==> config.mk <==
export PLATFORM = sky130hd
export DESIGN_NAME = iodelay_tap_ctrl_flat
export DESIGN_NICKNAME = d
export VERILOG_FILES = /design/src/rtl/iodelay_tap_ctrl_if.sv /design/src/rtl/iodelay_tap_ctrl.sv /design/src/flat_wrapper.sv
export SDC_FILE = /design/constraint.sdc
export NUM_CORES = 1
export LEC_CHECK = 0
export CORE_MARGIN = 5
export CORE_UTILIZATION = 58
export CTS_CLUSTER_DIAMETER = 150
export DETAILED_ROUTE_END_ITERATION = 6
export GPL_ROUTABILITY_DRIVEN = 0
export PLACE_DENSITY = 0.85
export SLEW_MARGIN = 20
export SYNTH_ARGS = -nofsm -noshare
export SYNTH_HDL_FRONTEND = slang
export SYNTH_SLANG_ARGS = --single-unit
==> constraint.sdc <==
create_clock -name clk -period 3 [get_ports clk]
set_input_delay 0.6 -clock clk [delete_from_list [all_inputs] [get_ports clk]]
set_output_delay 0.6 -clock clk [all_outputs]
set_load 0.02 [all_outputs]
==> src/rtl/iodelay_tap_ctrl_if.sv <==
// Command channel into the IODELAY tap sequencer: a target tap or a
// static-delay reload request, moved over a valid/ready handshake.
interface iodelay_tap_ctrl_if #(
  parameter int TAP_W = 7
) ();
  logic             cmd_valid;
  logic             cmd_ready;
  logic             cmd_load;
  logic [TAP_W-1:0] cmd_tap;

  modport master (output cmd_valid, output cmd_load, output cmd_tap, input cmd_ready);
  modport slave  (input cmd_valid, input cmd_load, input cmd_tap, output cmd_ready);
endinterface

==> src/rtl/iodelay_tap_ctrl.sv <==
// Steps a dynamic-mode IODELAY from its tracked tap to a commanded target
// using SETN/VALUE pulses with settle gaps, or reloads its static delay.
module iodelay_tap_ctrl #(
  parameter int TAP_W      = 7,
  parameter int MAX_TAP    = 127,
  parameter int STATIC_DLY = 0,
  parameter int PULSE_CYC  = 2,
  parameter int SETTLE_CYC = 4
) (
  input  logic               clk,
  input  logic               rst,
  iodelay_tap_ctrl_if.slave  cmd,
  output logic               dly_sdtap,
  output logic               dly_setn,
  output logic               dly_value,
  input  logic               dly_df,
  output logic [TAP_W-1:0]   cur_tap,
  output logic               busy,
  output logic               done,
  output logic               err
);

  localparam int CNT_MAX = (PULSE_CYC > SETTLE_CYC) ? PULSE_CYC : SETTLE_CYC;
  localparam int CNT_W   = (CNT_MAX > 1) ? $clog2(CNT_MAX) : 1;

  localparam logic [CNT_W-1:0] PULSE_LAST  = CNT_W'(PULSE_CYC - 1);
  localparam logic [CNT_W-1:0] SETTLE_LAST = CNT_W'(SETTLE_CYC - 1);
  localparam logic [TAP_W-1:0] STATIC_TAP  = TAP_W'(STATIC_DLY);
  localparam logic [TAP_W:0]   MAX_TAP_X   = (TAP_W + 1)'(MAX_TAP);

  typedef enum logic [2:0] {
    IDLE,
    LOAD,
    DIR,
    PULSE_HI,
    PULSE_LO,
    SETTLE,
    DONE
  } state_t;

  state_t           state;
  logic [CNT_W-1:0] cnt;
  logic [TAP_W-1:0] target;
  logic             from_load;

  // All outputs are registered; each transition sets the values the next state presents.
  always_ff @(posedge clk) begin
    if (rst) begin
      state         <= IDLE;
      cnt           <= '0;
      target        <= '0;
      from_load     <= 1'b0;
      cur_tap       <= STATIC_TAP;
      cmd.cmd_ready <= 1'b0;
      dly_sdtap     <= 1'b0;
      dly_setn      <= 1'b0;
      dly_value     <= 1'b0;
      busy          <= 1'b0;
      done          <= 1'b0;
      err           <= 1'b0;
    end else begin
      done <= 1'b0;
      err  <= 1'b0;
      case (state)
        IDLE: begin
          if (cmd.cmd_valid && cmd.cmd_ready) begin
            cmd.cmd_ready <= 1'b0;
            busy          <= 1'b1;
            target        <= cmd.cmd_tap;
            from_load     <= cmd.cmd_load;
            if (cmd.cmd_load) begin
              state     <= LOAD;
              dly_sdtap <= 1'b1;
              cnt       <= PULSE_LAST;
            end else if ({1'b0, cmd.cmd_tap} > MAX_TAP_X) begin
              state <= DONE;
              done  <= 1'b1;
              err   <= 1'b1;
            end else if (cmd.cmd_tap == cur_tap) begin
              state <= DONE;
              done  <= 1'b1;
            end else begin
              state    <= DIR;
              dly_setn <= (cmd.cmd_tap < cur_tap);
            end
          end else begin
            cmd.cmd_ready <= 1'b1;
          end
        end
        LOAD: begin
          if (cnt == '0) begin
            dly_sdtap <= 1'b0;
            cur_tap   <= STATIC_TAP;
            state     <= SETTLE;
            cnt       <= SETTLE_LAST;
          end else begin
            cnt <= cnt - 1'b1;
          end
        end
        DIR: begin
          state     <= PULSE_HI;
          dly_value <= 1'b1;
          cnt       <= PULSE_LAST;
        end
        PULSE_HI: begin
          if (cnt == '0) begin
            dly_value <= 1'b0;
            state     <= PULSE_LO;
          end else begin
            cnt <= cnt - 1'b1;
          end
        end
        PULSE_LO: begin
          cur_tap <= dly_setn ? (cur_tap - 1'b1) : (cur_tap + 1'b1);
          state   <= SETTLE;
          cnt     <= SETTLE_LAST;
        end
        SETTLE: begin
          // A DF flag after a real step aborts even on the final settle cycle.
          if (!from_load && dly_df) begin
            state <= DONE;
            done  <= 1'b1;
            err   <= 1'b1;
          end else if (cnt == '0) begin
            if (from_load || cur_tap == target) begin
              state <= DONE;
              done  <= 1'b1;
            end else begin
              state    <= DIR;
              dly_setn <= (target < cur_tap);
            end
          end else begin
            cnt <= cnt - 1'b1;
          end
        end
        DONE: begin
          state         <= IDLE;
          busy          <= 1'b0;
          cmd.cmd_ready <= 1'b1;
        end
        default: begin
          state <= IDLE;
        end
      endcase
    end
  end

endmodule
==> src/flat_wrapper.sv <==
// flat-port wrapper written by rule: the top's interface ports become plain ports
module iodelay_tap_ctrl_flat 
#(
  parameter int TAP_W      = 7,
  parameter int MAX_TAP    = 127,
  parameter int STATIC_DLY = 0,
  parameter int PULSE_CYC  = 2,
  parameter int SETTLE_CYC = 4
)
  (clk, rst, dly_sdtap, dly_setn, dly_value, dly_df, cur_tap, busy, done, err, cmd_cmd_valid, cmd_cmd_load, cmd_cmd_tap, cmd_cmd_ready);
  iodelay_tap_ctrl_if #(.TAP_W(TAP_W)) cmd_i ();
  input  logic clk;
  input  logic rst;
  output logic dly_sdtap;
  output logic dly_setn;
  output logic dly_value;
  input  logic dly_df;
  output logic [TAP_W-1:0] cur_tap;
  output logic busy;
  output logic done;
  output logic err;
  input wire logic [$bits(cmd_i.cmd_valid)-1:0] cmd_cmd_valid;
  input wire logic [$bits(cmd_i.cmd_load)-1:0] cmd_cmd_load;
  input wire logic [$bits(cmd_i.cmd_tap)-1:0] cmd_cmd_tap;
  output wire logic [$bits(cmd_i.cmd_ready)-1:0] cmd_cmd_ready;
  assign cmd_i.cmd_valid = cmd_cmd_valid;
  assign cmd_i.cmd_load = cmd_cmd_load;
  assign cmd_i.cmd_tap = cmd_cmd_tap;
  assign cmd_cmd_ready = cmd_i.cmd_ready;
  iodelay_tap_ctrl #(.TAP_W(TAP_W), .MAX_TAP(MAX_TAP), .STATIC_DLY(STATIC_DLY), .PULSE_CYC(PULSE_CYC), .SETTLE_CYC(SETTLE_CYC)) u_core (.clk(clk), .rst(rst), .cmd(cmd_i), .dly_sdtap(dly_sdtap), .dly_setn(dly_setn), .dly_value(dly_value), .dly_df(dly_df), .cur_tap(cur_tap), .busy(busy), .done(done), .err(err));
endmodule
==> flow_summary.toml <==
[outcome]
status = "finished clean"

[clocking]
cts_tree = "done"
numCtsBuffers = 3
insertion_delay_ns = 0.33
cts_sinks = 27
clock-root-buffer = "clkbuf_4"
post-cts-setup-buffers = 0
htree_num_levels = 1
clockBufferDepth = 2
ctsHoldBuffers = 0
clk_pin_slew_ns = 0.15
cts_resized = 0

[worst_setup_path]
crit_fanout = 13
r2r-end = "u_core.cur_tap[6]"
cp-startpoint = "u_core.dly_setn"
worstPathCellList = "clkdlybuf4s50_1"
path_buf_inv = 1
ff2ff_setup_slack_ns = 0.89
crit_path_top_delay_cell = "clkdlybuf4s50_1"
critPathKind = "register to output pin"
cp-start-kind = "register"
critical_path.top_delay_family = "buffers and inverters"
cp.depth = 1
cp-end-kind = "output pin"
critPathCapture = "dly_setn"
r2r_cells = 6
arrival_ns = 1.67
critPathMaxStageDelay_ns = 0.70
reg2reg_from = "u_core.dly_setn"
crit_required_ns = 2.40

[placement]
place_ws_ns = 0.6624
dp.cells = 264
io_buffers = 25
dp_hpwl_um = 2838

[global_route]
grt_pass1_vias = 1354
gr-total-overflow = 0
grt.total_usage_pct = 18.12
grt_max_degree = 19
grt_pass1_wl_um = 6065
antenna_found_initial = 0

[timing]
skew_ns = 0.002881
tns_ns = 0
setup_ws_ns = 0.7279
finalSetupViolations = 0
max_freq_ghz = 0.4401
relSlewSlack_pct = 53.90
worstMarginPinSlew_ns = 0.6894
rsz0062_at_grt = "no"
whs_ns = 0.4647
fin_crit_sh_pct = 75.74
final_max_slew_viol_count = 0
fin_crit_ns = 2.272
hold_viol = 0

[cells_and_area]
diodes = 0
layout.cells.most_common = "nor2_1"
final_nets = 269
mostFrequentLayoutCells = "nor2_1 (30), dfxtp_1 (27), clkdlybuf4s50_1 (25)"
final_cells = 268
layout-drive-gt1-share_pct = 2.553
fillers = 251
synthToLayoutAreaGrowth_pct = 15.60

[synthesis]
ys.flop_type = "dfxtp_1"
yosys_register_bits = 27
syn_nets = 249
yosysTopAreaCell = "dfxtp_1"
async_reset_ff_share_pct = 0
synthTopCellsByArea = "dfxtp_1 (31%), ha_1 (14%), nor2_1 (6.4%), a21oi_1 (5.4%), mux2i_1 (5.1%)"
synth_cell_type_count = 44
synth_edf_count = 0
synth_top_area_share_pct = 30.77
syn_inst = 216
ys_seq_area_share_pct = 30.77
synth_area_per_cell_um2 = 8.133
syn_area_mm2 = 0.001757
yosys_warnings = 0

[detailed_routing]
wire_per_inst_um = 13.67
drt-total-wl_um = 3664
drtAntennaViolNets = 0
remaining_drc_errors = 0
vias = 1544
first_pass_iters = 4
routed_via_density = 5.761
drt_iter0_markers = 68

[power_and_ir_drop]
comb_power_share_pct = 43.6
seqPwrFrac_pct = 42.5
clockPowerShare_pct = 14.0
power.net_switching_mw = 0.4575
p_leak_nw = 0.7878
intPower_mw = 0.6923
power_density_mw_per_mm2 = 566.2
vdd_drop_max_mv = 0.2712
p_total_mw = 1.150
swShare_pct = 39.79

[floorplanning]
die_w_um = 65.04
die_y_um = 65.04
start_util_pct = 58.99
ios = 26
num_rows = 20
die-area_mm2 = 0.004230
core-area_mm2 = 0.002978

[hold_path]
min_path_type = "register to register"

[job]
maxCapViolations = 0
## routing by layer
layer	wire length (um)	up-vias	track usage, %
met5	0	-	0
met4	54	0	7.772
li1	-	811	-
met1	1897	697	24.84
met2	1565	31	27.97
met3	147	5	2.946
## power groups by stage
stage | clock network, mW | registers, mW | logic (mW)
2_1_floorplan | 0 | 0.479 | 0.398
3_3_place_gp | 0 | 0.495 | 0.490
3_5_place_dp | 0 | 0.495 | 0.499
4_1_cts | 0.168 | 0.487 | 0.502
5_1_grt | 0.184 | 0.500 | 0.562
6_report | 0.161 | 0.488 | 0.501
## area by class of cell
type / count / area (um^2) / area share (%)
Clock inverter: 1 / 5.005 / 0.2465
Sequential cell: 27 / 540.5 / 26.62
Clock buffer: 3 / 22.52 / 1.109
Tap cell: 33 / 41.29 / 2.033
Inverter: 18 / 67.56 / 3.327
Timing Repair Buffer: 26 / 257.7 / 12.69
Multi-Input combinational cell: 160 / 1096 / 53.97
## synthesized netlist by cell type (2+ instances only)
cell type,instances
nor2_1,30
dfxtp_1,27
ha_1,20
a21oi_1,19
inv_1,18
nand2_1,14
mux2i_1,9
clkbuf_1,7
o21ai_0,7
nand3_1,6
a211oi_1,5
a22oi_1,5
a2bb2oi_1,3
a31oi_1,3
o211ai_1,3
xnor2_1,3
a21o_1,2
buf_2,2
nand2b_1,2
nand3b_1,2
nor2b_1,2
nor3_1,2
nor4_1,2
o2111ai_1,2
o31ai_1,2
## cells by family after synthesis
family | Yosys count | share of synthesized area (%)
xor gates and xnor gates | 4 | 1.995
muxes | 9 | 5.128
DFF | 27 | 30.77
and+or+nand+nor | 69 | 18.73
adders and majority gates | 21 | 15.38
AOI/OAI and AO/OA | 57 | 21.15
buffers and inverters | 29 | 6.837
## how the worst min path moves through the flow
| stage | slack, ns | from | depth (start not counted) | to |
|---|---|---|---|---|
| 4_1_cts | 0.47 | u_core.cnt[1] | 2 | u_core.cnt[1] |
| 3_3_place_gp | 0.44 | u_core.cnt[1] | 2 | u_core.cnt[1] |
| 5_1_grt | 0.50 | u_core.cnt[1] | 2 | u_core.cnt[1] |
| 3_5_place_dp | 0.45 | u_core.cnt[1] | 2 | u_core.cnt[1] |
| 6_report | 0.46 | u_core.cnt[1] | 2 | u_core.cnt[1] |
| 2_1_floorplan | 0.43 | u_core.cnt[1] | 2 | u_core.cnt[1] |
## registers in the layout, summed over array words and instances, names as in the netlist, 2 cells and up
register / count
u_core.cur_tap: 7
u_core.target: 7
u_core.state: 3
u_core.cnt: 2
## through the flow
step	area (um^2)	utilization, %
finish	2031	68.19
global route	2031	68.19
detailed placement	2003	67.27
floorplan	1757	-
CTS	2031	68.19
global placement	2003	67.27
Note: power is estimated with default switching activity, not from simulation.
